--- src/rtl/isi_channel_pkg.sv ---
// rtl/isi_channel_pkg.sv - shared types and arithmetic helpers for the ISI FIR channel
package isi_channel_pkg;

   localparam int DEF_COEF_WIDTH = 8;

   typedef logic signed [DEF_COEF_WIDTH-1:0] coef_t;

   // Full-precision accumulator width: product width plus growth for L additions
   function automatic int acc_width(input int sr, input int cw, input int l);
      return sr + cw + $clog2(l);
   endfunction

   // Clip a wide signed value into the signed range of an sr-bit word
   function automatic logic signed [63:0] saturate(input logic signed [63:0] v, input int sr);
      logic signed [63:0] hi;
      logic signed [63:0] lo;
      hi = (64'sd1 <<< (sr - 1)) - 64'sd1;
      lo = -(64'sd1 <<< (sr - 1));
      if (v > hi) begin
         return hi;
      end else if (v < lo) begin
         return lo;
      end
      return v;
   endfunction

   // Legacy channel h = [1.0, 0.5, 0, ...] in the tap fixed-point format
   function automatic int default_tap(input int k, input int frac);
      if (k == 0) begin
         return 1 << frac;
      end else if (k == 1) begin
         return 1 << (frac - 1);
      end
      return 0;
   endfunction

endpackage

--- src/rtl/isi_tap_bank.sv ---
// rtl/isi_tap_bank.sv - shadow/active tap register pair with atomic commit
module isi_tap_bank
   import isi_channel_pkg::*;
#(
   parameter int L    = 4,
   parameter int CW   = 8,
   parameter int FRAC = 6,
   parameter int AW   = $clog2(L)
) (
   input  logic            clk,
   input  logic            rst,
   input  logic            wr_en_i,
   input  logic [AW-1:0]   wr_addr_i,
   input  logic [CW-1:0]   wr_data_i,
   input  logic            commit_i,
   output logic [L*CW-1:0] active_o
);

   logic [CW-1:0] shadow_q [L];
   logic [CW-1:0] shadow_d [L];
   logic [CW-1:0] active_q [L];

   // Next shadow contents; a commit sees a write made in the same cycle
   always_comb begin
      shadow_d = shadow_q;
      if (wr_en_i && (32'(wr_addr_i) < 32'(L))) begin
         shadow_d[wr_addr_i] = wr_data_i;
      end
   end

   // Shadow always follows writes; active only moves on commit
   always_ff @(posedge clk) begin
      if (rst) begin
         for (int k = 0; k < L; k++) begin
            shadow_q[k] <= CW'(default_tap(k, FRAC));
            active_q[k] <= CW'(default_tap(k, FRAC));
         end
      end else begin
         shadow_q <= shadow_d;
         if (commit_i) begin
            active_q <= shadow_d;
         end
      end
   end

   // Flatten the active bank, tap 0 in the low bits
   always_comb begin
      active_o = '0;
      for (int k = 0; k < L; k++) begin
         active_o[k*CW +: CW] = active_q[k];
      end
   end

endmodule

--- src/rtl/isi_fir_channel.sv ---
// rtl/isi_fir_channel.sv - ISI channel: 2-stage FIR with rounding, saturation and clip counter
module isi_fir_channel
   import isi_channel_pkg::*;
#(
   parameter int PULSE_RESPONSE_LENGTH = 4,
   parameter int SIGNAL_RESOLUTION     = 8,
   parameter int COEF_WIDTH            = 8,
   parameter int COEF_FRAC             = 6
) (
   input  logic                                     clk,
   input  logic                                     rst,
   input  logic signed [SIGNAL_RESOLUTION-1:0]      signal_in,
   input  logic                                     signal_in_valid,
   input  logic                                     coef_wr_en,
   input  logic [$clog2(PULSE_RESPONSE_LENGTH)-1:0] coef_wr_addr,
   input  logic [COEF_WIDTH-1:0]                    coef_wr_data,
   input  logic                                     coef_commit,
   output logic signed [SIGNAL_RESOLUTION-1:0]      signal_out,
   output logic                                     signal_out_valid,
   output logic                                     sat_flag,
   output logic [15:0]                              sat_count
);

   localparam int L      = PULSE_RESPONSE_LENGTH;
   localparam int SR     = SIGNAL_RESOLUTION;
   localparam int CW     = COEF_WIDTH;
   localparam int PW     = SR + CW;
   localparam int ACC    = acc_width(SR, CW, L);
   localparam int RW     = ACC - COEF_FRAC;
   localparam int HALF_I = 1 << (COEF_FRAC - 1);

   logic [L*CW-1:0]         taps_flat;
   logic signed [CW-1:0]    h        [L];
   logic signed [SR-1:0]    x_q      [L];
   logic signed [SR-1:0]    x_d      [L];
   logic signed [PW-1:0]    prod_d   [L];
   logic signed [PW-1:0]    prod_q   [L];
   logic                    v1_q;
   logic signed [ACC-1:0]   sum_d;
   logic signed [ACC-1:0]   rnd_d;
   logic signed [RW-1:0]    shr_d;
   logic signed [63:0]      ext_d;
   logic signed [63:0]      sat_d;
   logic                    clip_d;
   logic signed [SR-1:0]    out_q;
   logic                    ovalid_q;
   logic                    flag_q;
   logic [15:0]             cnt_q;

   isi_tap_bank #(
      .L    (L),
      .CW   (CW),
      .FRAC (COEF_FRAC),
      .AW   ($clog2(L))
   ) u_tap_bank (
      .clk       (clk),
      .rst       (rst),
      .wr_en_i   (coef_wr_en),
      .wr_addr_i (coef_wr_addr),
      .wr_data_i (coef_wr_data),
      .commit_i  (coef_commit),
      .active_o  (taps_flat)
   );

   // Delay line after this cycle's sample; products use it with the taps active now
   always_comb begin
      x_d = x_q;
      if (signal_in_valid) begin
         x_d[0] = signal_in;
         for (int k = 1; k < L; k++) begin
            x_d[k] = x_q[k-1];
         end
      end
      for (int k = 0; k < L; k++) begin
         h[k]      = $signed(taps_flat[k*CW +: CW]);
         prod_d[k] = h[k] * x_d[k];
      end
   end

   // Stage 1: delay line, registered products and first valid
   always_ff @(posedge clk) begin
      if (rst) begin
         for (int k = 0; k < L; k++) begin
            x_q[k]    <= '0;
            prod_q[k] <= '0;
         end
         v1_q <= 1'b0;
      end else begin
         x_q    <= x_d;
         prod_q <= prod_d;
         v1_q   <= signal_in_valid;
      end
   end

   // Full-precision sum, round half toward +inf, then clip to the output range
   always_comb begin
      sum_d = '0;
      for (int k = 0; k < L; k++) begin
         sum_d = sum_d + ACC'(prod_q[k]);
      end
      rnd_d  = sum_d + ACC'(HALF_I);
      shr_d  = RW'(rnd_d >>> COEF_FRAC);
      ext_d  = 64'(shr_d);
      sat_d  = saturate(ext_d, SR);
      clip_d = (sat_d != ext_d);
   end

   // Stage 2: output register, clip flag and saturating clip counter
   always_ff @(posedge clk) begin
      if (rst) begin
         out_q    <= '0;
         ovalid_q <= 1'b0;
         flag_q   <= 1'b0;
         cnt_q    <= '0;
      end else begin
         ovalid_q <= v1_q;
         flag_q   <= v1_q && clip_d;
         if (v1_q) begin
            out_q <= SR'(sat_d);
         end
         if (v1_q && clip_d && (cnt_q != 16'hFFFF)) begin
            cnt_q <= cnt_q + 16'd1;
         end
      end
   end

   assign signal_out       = out_q;
   assign signal_out_valid = ovalid_q;
   assign sat_flag         = flag_q;
   assign sat_count        = cnt_q;

endmodule

--- config.mk ---
export PLATFORM = sky130hd
export DESIGN_NAME = isi_fir_channel
export DESIGN_NICKNAME = d
export VERILOG_FILES = /design/src/rtl/isi_channel_pkg.sv /design/src/rtl/isi_tap_bank.sv /design/src/rtl/isi_fir_channel.sv
export SDC_FILE = /design/constraint.sdc
export NUM_CORES = 1
export LEC_CHECK = 0
export BUFFER_PORTS_ARGS = -buffer_cell sky130_fd_sc_hd__buf_2
export CORE_AREA = 3 3 213 215
export DETAILED_ROUTE_END_ITERATION = 10
export DIE_AREA = 0 0 216 218
export GPL_TIMING_DRIVEN = 0
export PLACE_DENSITY = 0.63
export SLEW_MARGIN = 5
export SYNTH_ARGS = -nofsm -noshare
export SYNTH_HDL_FRONTEND = slang
export SYNTH_SLANG_ARGS = --single-unit
export TNS_END_PERCENT = 30
--- constraint.sdc ---
create_clock -name clk -period 7.1 [get_ports clk]
set_input_delay 0.355 -clock clk [delete_from_list [all_inputs] [get_ports clk]]
set_output_delay 0.355 -clock clk [all_outputs]
set_load 0.005 [all_outputs]
==> impl_metrics.csv, run 1 <==
group,metric,value,unit
run_status,outcome,"finished, final reports clean",
finish,n_antenna_cell,0,
logic_synthesis,avgSynthCellArea,9.79,um2
cts,clk_pin_slew,0.09,ns
sta,finalSetupViolCount,0,
placement,dp_hpwl,32900,um
floorplanning,rows,77,
pwr,p_per_area,175,mW/mm2
logic_synthesis,yosys_warnings,0,
finish,area_growth_syn_to_layout,9.23,%
sta,setup_tns,0,ns
sta,relSlewSlack,22.2,%
global_routing,overflow,0,
drt,dr_wl_met3,1190,um
run,cap_violations,0,
sta,finalWorstSetupSlack,0.481,ns
global_routing,grt_pass1_vias,12600,
floorplanning,die_area,0.0471,mm2
logic_synthesis,synth_area,0.0174,mm2
logic_synthesis,synthFlopType,"dfxtp_1",
pwr,total_leakage_power,8.75,nW
pwr,p_seq_share,36.5,%
critical_path,critPathArrivalTime,6.92,ns
floorplanning,die_height,218,um
global_routing,antenna_found_initial,1,
critical_path,end_kind,"flip-flop",
cts,cts_sinks,187,
finish,post-route-util,43.2,%
logic_synthesis,synth_area_leaders,"fa_1 (29%), dfxtp_1 (20%), ha_1 (11%)",
drt,routed-wl-met2,19100,um
drt,antenna_left,0,
cts,clock_latency,0.44,ns
logic_synthesis,synth_most_common_cell,"inv_1",
critical_path,crit_top_cell,"inv_1",
placement,globalplace.congestion,0.866,
critical_path,cpPeakStageDelay,1.01,ns
drt,first_pass_iters,5,
pwr,clockPowerShare,29.6,%
placement,dp_cells,2415,
cts,cts_tree,"yes",
finish,final_nets,2263,
logic_synthesis,synth_edf_count,16,
global_routing,grt_util_all_layers,17.5,%
placement,post-place-ws,0.0473,ns
drt,vias_per_cell,4.76,
critical_path,critPathKind,"in -> reg",
finish,drive_above_1_share,7.28,%
critical_path,slowest_stage,"mux2i_1",
cts,htreeDepth,4,
sta,tightest_slew,1.13,ns
logic_synthesis,syn_inst,1777,
cts,numCtsBuffers,17,
placement,io_buffers,46,
sta,period_needed,6.62,ns
cts,cts_max_path_buffers,2,
cts,cts_hold_buf,0,
pwr,ir_drop,171,uV
logic_synthesis,synth_cell_types,57,
sta,period_share,93.2,%
sta,fin_skew,0.0198,ns
sta,rsz0062_at_grt,"false",
sta,clock.fmax,0.151,GHz
finish,finalNonFillerCells,2447,
floorplanning,die_x,216,um
logic_synthesis,postSynth.asyncResetShare,0,%
drt,vias,11600,
logic_synthesis,yosys-top-cells-count,"inv_1 (338), fa_1 (252), dfxtp_1 (171)",
critical_path,cp_data_required_time,7.40,ns
drt,top_layer_used,"met4",
floorplanning,io_pins,49,
critical_path,crit_chain,"clkbuf_1, clkbuf_1, mux2i_1, inv_1, fa_1, inv_1, fa_1, inv_1, fa_1, inv_1, fa_1, inv_1, ha_1, nor2b_1, o21a_1, o41ai_1, o21a_1, o21ai_0, xnor2_1, nor2_1",
cts,post-cts-setup-buffer-count,0,
drt,drc,0,
global_routing,grt_max_degree,23,
pwr,switching_power,0.00119,W
drt,avgRoutedWirePerCell,16.0,um
logic_synthesis,synth-seq-cells,187,
floorplanning,core,0.0439,mm2
sta,finalMaxSlewViolations,0,
logic_synthesis,syn-num-nets,2198,
logic_synthesis,seq_area_frac_synth,22.4,%
logic_synthesis,netlist.area_leader.share,29.0,%
floorplanning,initial_core_util,39.6,%
sta,final_hold_viol_count,0,
pwr,combPwrFrac,33.8,%
hold_path,hold_class,"in -> reg",
critical_path,cp_max_fo,10,
pwr,p_int,0.00213,W
drt,drt_iter0_drc,567,
cts,cts-resized-gates,0,
cts,cts-root-buf,"clkbuf_16",
drt,met1_length,17800,um
drt,wirelength,39100,um
pwr,swShare,36.0,%
critical_path,start_kind,"input pin",
global_routing,grt_pass1_wl,65700,um
logic_synthesis,synth_top_area_cell,"fa_1",
-- layout by cell type (no fill, tap or decap), types with 47 or more instances in the layout --
cell type / Yosys / routed
and2_1: 56 / 56
nor2_1: 129 / 129
ha_1: 146 / 146
fa_1: 252 / 252
inv_1: 338 / 338
mux2i_1: 59 / 59
nor2b_1: 152 / 152
nand2_1: 86 / 86
dfxtp_1: 171 / 171
buf_2: 1 / 47
xnor2_1: 51 / 51
-- logic make-up (layout without fill, tap and decap cells) --
| kind of cell | after synthesis | count (layout) | synth area share, % |
|---|---|---|---|
| fa+ha+maj | 398 | 398 | 39.5 |
| xor+xnor | 75 | 75 | 3.78 |
| mux | 72 | 72 | 4.28 |
| flops | 187 | 187 | 22.4 |
| buf+inv | 374 | 452 | 8.25 |
| compound gates | 145 | 145 | 5.84 |
| simple gates | 526 | 526 | 15.9 |
-- sequential cells by signal, indices dropped and copies added, names as in the netlist --
name and count:
u_tap_bank.active_o 32, sat_count 16, signal_out_valid 1, sat_flag 1
prod_q 64, signal_out 8, x_q 32, v1_q 1
u_tap_bank.shadow_q 32
-- power groups by stage --
stage,Sequential [W],Clock [W],Combinational [W]
global route,0.00122,0.00104,0.00128
CTS,0.00122,0.000999,0.00114
global placement,0.00124,0,0.00110
finish,0.00121,0.000984,0.00112
floorplan,0.00121,0,0.000860
detailed placement,0.00124,0,0.00112
-- per-layer routing --
| metal | up-vias | global-route usage, % |
|---|---|---|
| li1 | 5644 | - |
| met1 | 5767 | 23.1 |
| met2 | 189 | 30.6 |
| met3 | 45 | 1.95 |
| met4 | 0 | 4.84 |
| met5 | - | 0 |
-- path summary, 6_finish.rpt --
kind	cells after the start	end	from	slack (ns)
worst max-delay path	20	prod_q[31]$_SDFF_PP0_	signal_in_valid	0.48
worst min-delay path	3	u_tap_bank.shadow_q[29]$_SDFF_PP0_	coef_wr_data[5]	0.23
worst max register to register	18	prod_q[31]$_SDFF_PP0_	x_q[23]$_SDFF_PP0_	1.34
worst min register to register	2	signal_out[1]$_SDFFE_PP0P_	signal_out[1]$_SDFFE_PP0P_	0.45
-- stage by stage --
step	power (W)	instance area (um2)	hold slack, ns
after floorplan	0.00207	17400	0.426
after global placement	0.00234	18400	0.431
after detailed placement	0.00236	18400	0.440
after CTS	0.00335	19000	0.219
after global routing	0.00355	19000	0.249
final	0.00332	19000	0.226
-- layout make-up --
type / instances / area [um2]
fillers: 4272 / 24900
multi-input cells: 1216 / 12100
flip-flops and latches: 187 / 3900
inverters: 338 / 1270
well taps: 592 / 741
clock buffers: 17 / 425
repair buffers: 46 / 230
clock inverters: 15 / 209
plain buffers: 36 / 166
-- worst max-delay path, delay by kind of cell --
kind | cells | cell delay [ns]
mux | 1 | 1.01
fa+ha+maj | 5 | 2.37
buf+inv | 7 | 1.48
compound gates | 4 | 0.96
simple gates | 2 | 0.23
xor+xnor | 1 | 0.51
(Power assumes the default switching activity.)
==> run 2: changes to the inputs <==
--- a/config.mk
+++ b/config.mk
@@ -6,9 +6,9 @@
 export NUM_CORES = 1
 export LEC_CHECK = 0
 export BUFFER_PORTS_ARGS = -buffer_cell sky130_fd_sc_hd__buf_2
-export CORE_AREA = 3 3 213 215
+export CORE_AREA = 3 3 224 204
 export DETAILED_ROUTE_END_ITERATION = 10
-export DIE_AREA = 0 0 216 218
+export DIE_AREA = 0 0 227 207
 export GPL_TIMING_DRIVEN = 0
 export PLACE_DENSITY = 0.63
 export SLEW_MARGIN = 5
==> run 2 against run 1 <==
  * First-iteration DRC count up 2.8%
  * Register-to-register slack better by 0.04 ns
  * Fmax up 1.7%
  * Sequential share of layout area about the same
  * Routed wire length up 0.45%
  * Sequential cell count unchanged
  * Cell area down 0.18%
==> impl_metrics.csv, run 2 (same netlist as run 1, synthesis figures left out) <==
group,metric,value,unit
run_status,outcome,"finished, final reports clean",
floorplanning,die_height,207,um
cts,cts_max_path_buffers,2,
floorplanning,rows,73,
critical_path,cp_max_fo,10,
drt,drt_iter0_drc,583,
cts,clk_pin_slew,0.09,ns
placement,io_buffers,46,
placement,dp_hpwl,33100,um
sta,finalSetupViolCount,0,
sta,clock.fmax,0.154,GHz
finish,final_nets,2263,
finish,final_common_cell,"inv_1",
cts,cts_tree,"yes",
cts,clock_latency,0.45,ns
pwr,p_total,0.00333,W
cts,cts_hold_buf,0,
sta,finalMaxSlewViolations,0,
finish,layout_common_cells,"inv_1 (338), fa_1 (252), dfxtp_1 (171), nor2b_1 (152), ha_1 (146)",
finish,drive_above_1_share,7.28,%
sta,period_needed,6.51,ns
global_routing,grt_pass1_vias,12600,
sta,setup_tns,0,ns
sta,final_hold_viol_count,0,
critical_path,cpPeakStageDelay,0.85,ns
critical_path,cp_data_required_time,7.42,ns
global_routing,antenna_found_initial,0,
sta,whs,0.230,ns
cts,cts_sinks,187,
finish,largest_reg_flops,64,
cts,cts-root-buf,"clkbuf_16",
floorplanning,io_pins,49,
critical_path,crit_family,"adder cells",
drt,avgRoutedWirePerCell,16.2,um
placement,dp_cells,2385,
hold_path,hold_class,"in -> reg",
finish,finalNonFillerCells,2417,
finish,regMostFlops,"prod_q",
critical_path,reg2reg_slack,1.38,ns
critical_path,crit_buf_inv,6,
cts,numCtsBuffers,17,
sta,fin_skew,0.0140,ns
floorplanning,core,0.0438,mm2
pwr,total_leakage_power,8.76,nW
critical_path,crit_chain,"clkbuf_1, buf_1, mux2i_1, nor2b_1, fa_1, inv_1, fa_1, inv_1, fa_1, inv_1, fa_1, inv_1, ha_1, nor2b_1, o21a_1, o41ai_1, o21a_1, o21ai_0, xnor2_1, nor2_1",
drt,antenna_left,0,
run,cap_violations,0,
finish,n_antenna_cell,0,
critical_path,critPathKind,"in -> reg",
sta,rsz0062_at_grt,"false",
global_routing,overflow,0,
drt,vias_per_cell,4.84,
critical_path,critPathArrivalTime,6.83,ns
finish,area_growth_syn_to_layout,9.03,%
floorplanning,die_x,227,um
critical_path,start_kind,"input pin",
drt,drc,0,
drt,vias,11700,
pwr,p_per_area,175,mW/mm2
drt,wirelength,39200,um
cts,cts-resized-gates,0,
placement,globalplace.congestion,0.841,
critical_path,slowest_stage,"mux2i_1",
sta,relSlewSlack,22.8,%
pwr,ir_drop,182,uV
critical_path,end_kind,"flip-flop",
drt,first_pass_iters,5,
sta,tightest_slew,1.13,ns
global_routing,grt_pass1_wl,65700,um
global_routing,grt_util_all_layers,17.7,%
global_routing,grt_max_degree,22,
floorplanning,die_area,0.0470,mm2
sta,period_share,91.7,%
cts,post-cts-setup-buffer-count,0,
floorplanning,initial_core_util,39.8,%
cts,htreeDepth,4,
run 2: stage by stage:
step                area [um2]  setup slack [ns]  util [%]
finish                   19000             0.590      43.3
global route             19000             0.193      43.3
CTS                      19000             0.560      43.3
detailed placement       18300            0.0901      41.9
global placement         18300             0.103      41.9
floorplan                17400              1.47         -
run 2: worst reg2reg max path: stages, from the launching register on:
cell and delay [ns]:
dfxtp_1 0.32, mux2i_1 0.83, inv_1 0.17, fa_1 0.57, inv_1 0.05, fa_1 0.50, inv_1 0.06, fa_1 0.54
inv_1 0.06, fa_1 0.48, inv_1 0.05, ha_1 0.30, inv_1 0.10, o21bai_1 0.10, a2111oi_0 0.45, nor3_1 0.18
a31oi_1 0.29, o21ai_0 0.18, xnor2_1 0.30, nor2_1 0.07
run 2: layout make-up:
class	instances	area [um2]
Multi-Input combinational cell	1216	12100
Inverter	338	1270
Fill cell	4183	24800
Buffer	36	166
Clock inverter	14	186
Timing Repair Buffer	46	230
Tap cell	562	703
Sequential cell	187	3900
Clock buffer	18	450
run 2: path summary, 6_finish.rpt:
check,start,end,cells past startpoint
max,signal_in_valid,prod_q[31]$_SDFF_PP0_,20
min reg2reg,signal_out[6]$_SDFFE_PP0P_,signal_out[6]$_SDFFE_PP0P_,2
max reg2reg,x_q[31]$_SDFF_PP0_,prod_q[47]$_SDFF_PP0_,19
min,coef_wr_data[5],u_tap_bank.shadow_q[29]$_SDFF_PP0_,3
run 2: metal layers:
layer	GRT usage, %	part of all wire (%)
met1	24.5	48
met2	29.7	48
met3	2.64	3.5
met4	3.12	0.97
met5	0	0
run 2: power breakdown:
part,internal (W),total [W],switching (W)
clock network,0.000505,0.000999,0.000494
logic,0.000490,0.00112,0.000626
registers,0.00114,0.00121,0.0000673
==> run 3: changes to the inputs <==
--- a/config.mk
+++ b/config.mk
@@ -5,11 +5,13 @@
 export SDC_FILE = /design/constraint.sdc
 export NUM_CORES = 1
 export LEC_CHECK = 0
+export ABC_CLOCK_PERIOD_IN_PS = 7100
 export BUFFER_PORTS_ARGS = -buffer_cell sky130_fd_sc_hd__buf_2
 export CORE_AREA = 3 3 224 204
 export DETAILED_ROUTE_END_ITERATION = 10
 export DIE_AREA = 0 0 227 207
 export GPL_TIMING_DRIVEN = 0
+export MAX_ROUTING_LAYER = met4
 export PLACE_DENSITY = 0.63
 export SLEW_MARGIN = 5
 export SYNTH_ARGS = -nofsm -noshare
==> run 3 against run 2 <==
  * Cell area did not move
  * Clock skew about the same
  * Cell count did not move
  * Count of clock-buffer cells in the layout stayed put
  * Largest power group unchanged
  * Non-clock buffer count unchanged
  * Utilization did not move
==> impl_metrics.csv, run 3 (same netlist as run 1, synthesis figures left out) <==
group,metric,value,unit
finish,drive_above_1_share,7.28,%
cts,cts_max_path_buffers,2,
critical_path,r2r_start,"x_q[31]$_SDFF_PP0_",
sta,fin_skew,0.0135,ns
floorplanning,rows,73,
cts,clock_latency,0.45,ns
finish,final_nets,2263,
drt,antenna_left,0,
finish,n_antenna_cell,0,
finish,final_common_cell,"inv_1",
critical_path,reg2regPathDepth,19,
run,cap_violations,0,
pwr,p_int,0.00214,W
floorplanning,initial_core_util,39.8,%
sta,setup_tns,0,ns
pwr,clockPowerShare,30.0,%
finish,layout_common_cells,"inv_1 (338), fa_1 (252), dfxtp_1 (171), nor2b_1 (152), ha_1 (146)",
critical_path,start_kind,"input pin",
finish,area_growth_syn_to_layout,9.03,%
finish,design_area,0.0190,mm2
drt,drc,0,
pwr,switching_power,0.00118,W
pwr,swShare,35.6,%
sta,rsz0062_at_grt,"false",
floorplanning,die_height,207,um
pwr,p_seq_share,36.5,%
critical_path,crit_chain,"clkbuf_1, clkbuf_1, mux2i_1, inv_1, fa_1, inv_1, fa_1, inv_1, fa_1, inv_1, fa_1, inv_1, ha_1, nor2b_1, o21a_1, o41ai_1, o21a_1, o21ai_0, xnor2_1, nor2_1",
drt,vias_per_cell,4.83,
sta,finalWorstSetupSlack,0.575,ns
critical_path,crit_buf_inv,7,
placement,globalplace.congestion,0.854,
critical_path,rr_endpoint,"prod_q[47]$_SDFF_PP0_",
global_routing,grt_pass1_wl,65600,um
cts,post-cts-setup-buffer-count,0,
cts,cts_tree,"yes",
sta,finalSetupViolCount,0,
finish,regMostFlops,"prod_q",
global_routing,antenna_found_initial,0,
cts,cts-resized-gates,0,
critical_path,critPathKind,"in -> reg",
global_routing,grt_pass1_vias,12600,
sta,tightest_slew,1.13,ns
run_status,outcome,"finished, final reports clean",
global_routing,grt_max_degree,22,
pwr,combPwrFrac,33.5,%
cts,cts-root-buf,"clkbuf_16",
floorplanning,core,0.0438,mm2
sta,finalMaxSlewViolations,0,
critical_path,slowest_stage,"mux2i_1",
cts,cts_hold_buf,0,
cts,clk_pin_slew,0.08,ns
hold_path,hold_path_depth,3,
hold_path,hold_path_end,"u_tap_bank.shadow_q[29]$_SDFF_PP0_",
critical_path,cpPeakStageDelay,0.87,ns
critical_path,critPathArrivalTime,6.84,ns
cts,cts_sinks,187,
sta,final_hold_viol_count,0,
drt,avgRoutedWirePerCell,16.2,um
cts,numCtsBuffers,17,
pwr,p_total,0.00332,W
sta,clock.fmax,0.153,GHz
placement,io_buffers,46,
drt,vias,11700,
critical_path,crit_family,"adder cells",
cts,htreeDepth,4,
pwr,ir_drop,181,uV
critical_path,cp_data_required_time,7.41,ns
placement,postPlaceCellArea,0.0183,mm2
drt,wirelength,39200,um
drt,first_pass_iters,5,
sta,period_needed,6.53,ns
global_routing,grt_util_all_layers,18.2,%
pwr,p_per_area,175,mW/mm2
floorplanning,die_area,0.0470,mm2
drt,drt_iter0_drc,598,
floorplanning,io_pins,49,
critical_path,end_kind,"flip-flop",
finish,largest_reg_flops,64,
critical_path,reg2reg_slack,1.35,ns
sta,relSlewSlack,22.8,%
floorplanning,die_x,227,um
placement,post-place-ws,0.0901,ns
hold_path,hp-start,"coef_wr_data[5]",
hold_path,hold_class,"in -> reg",
global_routing,overflow,0,
critical_path,crit_top_cell,"inv_1",
critical_path,cp_max_fo,10,
pwr,total_leakage_power,8.76,nW
sta,period_share,91.9,%
placement,dp_hpwl,33100,um
[run 3: cell counts in the layout (fill, tap and decap cells not counted)]
No cell type changed its count.
[run 3: layer usage]
metal	vias to the layer above	global-route usage, %	share of wire (%)
li1	5634	-	-
met1	5872	24.6	48
met2	134	29.7	48
met3	23	2.85	3.9
met4	0	2.73	0.82
met5	-	-	0
[run 3: stage by stage]
| stage | hold WS (ns) | instances | util [%] |
|---|---|---|---|
| 5_1_grt | 0.238 | 2417 | 43.3 |
| 3_3_place_gp | 0.437 | 2385 | 41.9 |
| 4_1_cts | 0.201 | 2417 | 43.3 |
| 3_5_place_dp | 0.446 | 2385 | 41.9 |
| 6_report | 0.223 | 2417 | 43.3 |
| 2_1_floorplan | 0.426 | 1777 | - |
[run 3: final cells by class]
type / instances / area, um2
Clock buffer: 18 / 450
Tap cell: 562 / 703
Timing Repair Buffer: 46 / 230
Multi-Input combinational cell: 1216 / 12100
Fill cell: 4183 / 24800
Clock inverter: 14 / 186
Sequential cell: 187 / 3900
Inverter: 338 / 1270
Buffer: 36 / 166
[run 3: power by group through the flow]
stage	Combinational (W)	Sequential, W	Clock, W
2_1_floorplan	0.000860	0.00121	0
5_1_grt	0.00127	0.00122	0.00106
4_1_cts	0.00113	0.00121	0.00102
3_3_place_gp	0.00110	0.00123	0
3_5_place_dp	0.00111	0.00124	0
6_report	0.00111	0.00121	0.000997
[run 3: tightest hold or removal path, stage by stage]
cell     delay [ns]
buf_2          0.11
mux2i_1        0.07
nor2_1         0.10
[run 3: how the worst max path moves through the flow]
stage                          startpoint                    end  cells past startpoint
after floorplan           signal_in_valid  prod_q[47]$_SDFF_PP0_                     21
after global routing      signal_in_valid  prod_q[31]$_SDFF_PP0_                     20
after global placement    signal_in_valid  prod_q[31]$_SDFF_PP0_                     20
after detailed placement  signal_in_valid  prod_q[31]$_SDFF_PP0_                     20
after CTS                 signal_in_valid  prod_q[31]$_SDFF_PP0_                     20
final                     signal_in_valid  prod_q[31]$_SDFF_PP0_                     20
